[src/rtl/uart_pkt_parser_pkg.sv]
`default_nettype none
// ============================================================================
// Module      : uart_pkt_parser_pkg
// Description : Shared state encoding, error codes and default sync marker
//               for the UART packet parser.
// Revision    : 1.0 - initial release
// ============================================================================
package uart_pkt_parser_pkg;

    // Parser state encoding
    localparam logic [2:0] ST_IDLE    = 3'd0;
    localparam logic [2:0] ST_CMD     = 3'd1;
    localparam logic [2:0] ST_LEN     = 3'd2;
    localparam logic [2:0] ST_PAYLOAD = 3'd3;
    localparam logic [2:0] ST_CHK     = 3'd4;
    localparam logic [2:0] ST_HOLD    = 3'd5;

    typedef enum logic [2:0] {
        S_IDLE    = ST_IDLE,
        S_CMD     = ST_CMD,
        S_LEN     = ST_LEN,
        S_PAYLOAD = ST_PAYLOAD,
        S_CHK     = ST_CHK,
        S_HOLD    = ST_HOLD
    } state_e;

    // Error codes reported with err_valid
    localparam logic [1:0] ERR_CHK = 2'd0;
    localparam logic [1:0] ERR_LEN = 2'd1;
    localparam logic [1:0] ERR_TMO = 2'd2;
    localparam logic [1:0] ERR_OVR = 2'd3;

    // Default frame start marker
    localparam logic [7:0] DEF_SYNC_BYTE = 8'hAA;

endpackage
`default_nettype wire

[src/rtl/uart_pkt_parser_pkt_buf_ram.sv]
`default_nettype none
// ============================================================================
// Module      : pkt_buf_ram
// Description : DEPTH x 8 payload buffer, one write port, registered read.
//               Storage has no reset so it maps onto distributed/block RAM;
//               only the read register is cleared.
// Revision    : 1.0 - initial release
// ============================================================================
module pkt_buf_ram #(
    parameter int DEPTH = 16,
    parameter int AW    = 4
) (
    input  logic          clk,
    input  logic          rst,
    input  logic          we_i,
    input  logic [AW-1:0] waddr_i,
    input  logic [7:0]    wdata_i,
    input  logic [AW-1:0] raddr_i,
    output logic [7:0]    rdata_o
);

    logic [7:0] mem_q [DEPTH];
    logic [7:0] rdata_q;

    // Write port
    always_ff @(posedge clk) begin
        if (we_i) begin
            mem_q[waddr_i] <= wdata_i;
        end
    end

    // Registered read port, one cycle latency
    always_ff @(posedge clk or negedge rst) begin
        if (!rst) begin
            rdata_q <= 8'h00;
        end else begin
            rdata_q <= mem_q[raddr_i];
        end
    end

    assign rdata_o = rdata_q;

endmodule
`default_nettype wire

[src/rtl/uart_pkt_parser.sv]
`default_nettype none
// ============================================================================
// Module      : uart_pkt_parser
// Description : Assembles SYNC/CMD/LEN/payload/CHK frames from UART byte
//               strobes, holds a good packet behind a valid/ack handshake and
//               reports dropped frames with a one-cycle error strobe.
// Revision    : 1.0 - initial release
// ============================================================================
module uart_pkt_parser
    import uart_pkt_parser_pkg::*;
#(
    parameter int         CLK_FREQ    = 50000000,
    parameter logic [7:0] SYNC_BYTE   = DEF_SYNC_BYTE,
    parameter int         MAX_LEN     = 16,
    parameter int         TIMEOUT_CYC = CLK_FREQ / 1000,
    localparam int        LW          = $clog2(MAX_LEN + 1),
    localparam int        AW          = $clog2(MAX_LEN)
) (
    input  logic          clk,
    input  logic          rst,
    input  logic          in_valid,
    input  logic [7:0]    in_data,
    output logic          pkt_valid,
    input  logic          pkt_ack,
    output logic [7:0]    pkt_cmd,
    output logic [LW-1:0] pkt_len,
    input  logic [AW-1:0] rd_addr,
    output logic [7:0]    rd_data,
    output logic          err_valid,
    output logic [1:0]    err_code,
    output logic          busy
);

    localparam int            TW         = $clog2(TIMEOUT_CYC + 1);
    localparam logic [TW-1:0] C_TMO_LAST = TW'(TIMEOUT_CYC - 1);
    localparam logic [7:0]    C_MAX_LEN  = 8'(MAX_LEN);

    state_e        state_q;
    logic [7:0]    cmd_q;
    logic [LW-1:0] len_q;
    logic [LW-1:0] idx_q;
    logic [7:0]    chk_q;
    logic [TW-1:0] tmo_q;
    logic          pkt_valid_q;
    logic [7:0]    pkt_cmd_q;
    logic [LW-1:0] pkt_len_q;
    logic          err_valid_q;
    logic [1:0]    err_code_q;
    logic          busy_q;

    // Payload bytes go straight to the buffer; nothing writes it outside
    // PAYLOAD, so the held packet stays frozen in HOLD.
    logic w_buf_we;
    assign w_buf_we = in_valid && (state_q == S_PAYLOAD);

    pkt_buf_ram #(
        .DEPTH (MAX_LEN),
        .AW    (AW)
    ) u_buf (
        .clk     (clk),
        .rst     (rst),
        .we_i    (w_buf_we),
        .waddr_i (idx_q[AW-1:0]),
        .wdata_i (in_data),
        .raddr_i (rd_addr),
        .rdata_o (rd_data)
    );

    // Frame parser FSM with inter-byte timeout and registered outputs
    always_ff @(posedge clk or negedge rst) begin
        if (!rst) begin
            state_q     <= S_IDLE;
            cmd_q       <= 8'h00;
            len_q       <= '0;
            idx_q       <= '0;
            chk_q       <= 8'h00;
            tmo_q       <= '0;
            pkt_valid_q <= 1'b0;
            pkt_cmd_q   <= 8'h00;
            pkt_len_q   <= '0;
            err_valid_q <= 1'b0;
            err_code_q  <= 2'd0;
            busy_q      <= 1'b0;
        end else begin
            err_valid_q <= 1'b0;
            if (state_q == S_HOLD) begin
                tmo_q <= '0;
                if (pkt_ack) begin
                    // Release wins; a coincident byte is judged as in IDLE
                    pkt_valid_q <= 1'b0;
                    if (in_valid && (in_data == SYNC_BYTE)) begin
                        state_q <= S_CMD;
                        busy_q  <= 1'b1;
                    end else begin
                        state_q <= S_IDLE;
                        busy_q  <= 1'b0;
                    end
                end else if (in_valid) begin
                    err_valid_q <= 1'b1;
                    err_code_q  <= ERR_OVR;
                end
            end else if (in_valid) begin
                tmo_q <= '0;
                case (state_q)
                    S_IDLE: begin
                        if (in_data == SYNC_BYTE) begin
                            state_q <= S_CMD;
                            busy_q  <= 1'b1;
                        end
                    end
                    S_CMD: begin
                        cmd_q   <= in_data;
                        chk_q   <= in_data;
                        state_q <= S_LEN;
                    end
                    S_LEN: begin
                        if (in_data > C_MAX_LEN) begin
                            err_valid_q <= 1'b1;
                            err_code_q  <= ERR_LEN;
                            state_q     <= S_IDLE;
                            busy_q      <= 1'b0;
                        end else begin
                            len_q   <= in_data[LW-1:0];
                            chk_q   <= chk_q ^ in_data;
                            idx_q   <= '0;
                            state_q <= (in_data == 8'h00) ? S_CHK : S_PAYLOAD;
                        end
                    end
                    S_PAYLOAD: begin
                        chk_q <= chk_q ^ in_data;
                        idx_q <= idx_q + LW'(1);
                        if (idx_q == (len_q - LW'(1))) begin
                            state_q <= S_CHK;
                        end
                    end
                    S_CHK: begin
                        if (in_data == chk_q) begin
                            state_q     <= S_HOLD;
                            pkt_valid_q <= 1'b1;
                            pkt_cmd_q   <= cmd_q;
                            pkt_len_q   <= len_q;
                        end else begin
                            err_valid_q <= 1'b1;
                            err_code_q  <= ERR_CHK;
                            state_q     <= S_IDLE;
                            busy_q      <= 1'b0;
                        end
                    end
                    default: begin
                        state_q <= S_IDLE;
                        busy_q  <= 1'b0;
                    end
                endcase
            end else if (state_q != S_IDLE) begin
                // Silent cycle inside a frame; the byte-wins case is above
                if (tmo_q == C_TMO_LAST) begin
                    err_valid_q <= 1'b1;
                    err_code_q  <= ERR_TMO;
                    state_q     <= S_IDLE;
                    busy_q      <= 1'b0;
                    tmo_q       <= '0;
                end else begin
                    tmo_q <= tmo_q + TW'(1);
                end
            end
        end
    end

    assign pkt_valid = pkt_valid_q;
    assign pkt_cmd   = pkt_cmd_q;
    assign pkt_len   = pkt_len_q;
    assign err_valid = err_valid_q;
    assign err_code  = err_code_q;
    assign busy      = busy_q;

endmodule
`default_nettype wire

[config.mk]
export PLATFORM = sky130hd
export DESIGN_NAME = uart_pkt_parser
export DESIGN_NICKNAME = d
export VERILOG_FILES = /design/src/rtl/uart_pkt_parser_pkg.sv /design/src/rtl/uart_pkt_parser_pkt_buf_ram.sv /design/src/rtl/uart_pkt_parser.sv
export SDC_FILE = /design/constraint.sdc
export NUM_CORES = 1
export LEC_CHECK = 0
export BUFFER_PORTS_ARGS = -buffer_cell sky130_fd_sc_hd__buf_2
export CAP_MARGIN = 20
export CORE_MARGIN = 3
export CORE_UTILIZATION = 45
export CTS_CLUSTER_DIAMETER = 30
export DETAILED_ROUTE_END_ITERATION = 6
export GPL_TIMING_DRIVEN = 0
export PLACE_DENSITY = 0.69
export SYNTH_ARGS = -nofsm -noshare
export SYNTH_HDL_FRONTEND = slang
export SYNTH_HIERARCHICAL = 1
export SYNTH_SLANG_ARGS = --single-unit
[constraint.sdc]
create_clock -name clk -period 3.2 [get_ports clk]
set_clock_uncertainty 0.2 [all_clocks]
set_input_delay 0.16 -clock clk [delete_from_list [all_inputs] [get_ports clk]]
set_output_delay 0.16 -clock clk [all_outputs]
set_load 0.02 [all_outputs]
==> flow_summary.ini <==
[power]
p_seq_frac = 0.486
ir_drop_mv = 0.628
power_leakage_nw = 3.73
power_per_cell_area_nw_per_um2 = 674
switching_power_mw = 1.91
combPwrFrac = 0.184
p_clk_frac = 0.330
power_mw = 6.57
swShare = 0.291
p_int_mw = 4.66

[synthesis]
yosys_most_used_dff = edfxtp_1
synthDistinctLibCells = 62
synth-edff-count = 128
ys_ff_latch = 199
syn_area_sq_um = 8510
synth_seq_area_share = 0.661
synth_area_per_cell_sq_um = 15.1
yosys_warnings = 6
syn-num-nets = 581
synthArstFlopShare = 0.357
synthCells = 562

[timing]
setup_viol = 0
fin_crit_ns = 3.02
fin_crit_sh = 0.945
max_slew_margin = 0.354
rsz0062_at_grt = no
fmax_ghz = 0.331
holdWs_ns = 0.0282
hold_viol_final = 0
slew_violations = 0
finalSetupTns_ns = 0
worstMarginPinSlew_ns = 0.966

[placement]
dp_cells = 836
place_hpwl_um = 11500
port_buffers = 40
place.gp.congestion = 0.835

[die]
die_h_um = 143
dieArea_sq_um = 20600
dieWidth_um = 143
core_sq_um = 18300
start_util = 0.466
io_pins = 42
rows = 49

[global_route]
grt_pass1_wl_um = 27800
first_global_vias = 5232
antenna_found_initial = 0
grt_use_total = 0.178
overflow = 0
grt_max_degree = 71

[drt]
detail-route-antenna-nets = 0
drt_iter0_markers = 393
num_vias = 5120
drt-pass1-iter-count = 5
vias_per_cell = 5.83
drc = 0
wire_per_inst_um = 20.0
wirelength_um = 17600

[worst_setup_path]
criticalPathCategory = reg2reg
critical_path.max_stage_delay_ns = 0.70
endpoint_kind = register
cp_max_fo = 10
r2r_slack_ns = 0.18
crit_buf_inv = 2
cpMaxStageDelayCell = nor3_1
crit_path_start_kind = register
critPathTopFamily = simple AND/OR/NAND/NOR gates
cp.arrival_ns = 2.97
cp.required_ns = 3.15
path_cells = buf_2 > and3_1 > or3b_2 > nor3_1 > buf_4

[status]
outcome = finished, final reports clean

[clock_network]
path_clk_slew_ns = 0.07
cts_made_buffers = 17
cts_sinks = 199
htree_levels = 4
cts_resized = 0
clk_latency_ns = 0.43
root_buffer = clkbuf_16
cts_buffer_depth = 2
cts_setup_buffers = 0
cts_tree = done

[finish]
mostFrequentLayoutCell = edfxtp_1
diodes = 0
most-common-layout-cells = edfxtp_1 (128), dfrtp_1 (71), nand2_1 (54)
drive_gt1_frac = 0.225
fin_cells = 878
nets = 655
final_core_util = 0.534
area_growth_pct = 14.7

[run]
max_cap_viol_count = 0

[worst_hold_path]
hold_class = in2reg
## stage by stage
step	worst slack, ns	cell area [sq um]
finish	0.176	9760
global route	0.00177	9760
CTS	0.211	9760
detailed placement	0.218	9050
global placement	0.0796	8990
floorplan	0.676	8510
## cell usage after synthesis (all sizes together), types with 12 or more instances
library cell | instances | area share
o21ai | 29 | 0.017
mux2 | 21 | 0.028
xor2 | 15 | 0.015
nand2 | 54 | 0.024
buf | 21 | 0.016
nor3 | 15 | 0.0094
edfxtp | 128 | 0.45
nor2 | 27 | 0.013
a21oi | 25 | 0.015
dfrtp | 71 | 0.21
mux4 | 32 | 0.091
nand3 | 12 | 0.0071
a22oi | 16 | 0.014
## area by class of cell
type                            instances  area [sq um]
Fill cell                            1487          8510
Sequential cell                       199          5620
Multi-Input combinational cell        329          2680
Clock buffer                           17           425
Timing Repair Buffer                   55           360
Tap cell                              229           287
Buffer                                 27           180
Clock inverter                         15           178
Inverter                                7          26.3
## sequential cells by signal, indices dropped and copies added, names as in the netlist, 5 cells and up
signal	flops
u_buf/mem_q	128
tmo_q	16
chk_q	8
cmd_q	8
pkt_cmd	8
u_buf/rdata_o	8
idx_q	5
len_q	5
pkt_len	5
## worst paths after layout
kind / from / endpoint / depth (start not counted)
max reg2reg: state_q[0] / u_buf/mem_q[0][7] / 5
max: state_q[0] / u_buf/mem_q[0][7] / 5
min: in_data[7] / u_buf/mem_q[2][7] / 1
min in group asynchronous: rst / u_buf/rdata_o[7] / 3
max in group asynchronous: rst / u_buf/rdata_o[3] / 3
min reg2reg: tmo_q[15] / tmo_q[15] / 1
## power groups by stage
stage | logic, mW | registers [mW] | clock network (mW)
floorplan | 0.846 | 3.23 | 0
global placement | 1.14 | 3.22 | 0
detailed placement | 1.20 | 3.25 | 0
CTS | 1.21 | 3.19 | 2.22
global route | 1.34 | 3.23 | 2.34
finish | 1.21 | 3.19 | 2.17
## metal layers
| metal | global-route usage | up-vias | wire, um |
|---|---|---|---|
| li1 | - | 2326 | - |
| met1 | 0.241 | 2614 | 7700 |
| met2 | 0.290 | 165 | 8620 |
| met3 | 0.0466 | 15 | 1010 |
| met4 | 0.0481 | 0 | 219 |
| met5 | 0 | - | 0 |
## repair_timing
item,4_1_cts,5_1_grt
hold buffers,10,0
setup endpoints to repair,0,0
hold endpoints to repair,184,0
## cells by family (layout without fill, tap and decap cells)
family	Yosys count	after routing	synth area share
buffers and inverters	34	121	0.0243
flip-flops	199	199	0.661
AND/OR/NAND/NOR	156	156	0.0962
multiplexers	60	60	0.127
AO/OA/AOI/OAI	90	90	0.0668
adder cells (fa/ha/maj)	3	3	0.00441
XOR/XNOR	20	20	0.0206
Note: power is estimated with default switching activity, not from simulation.
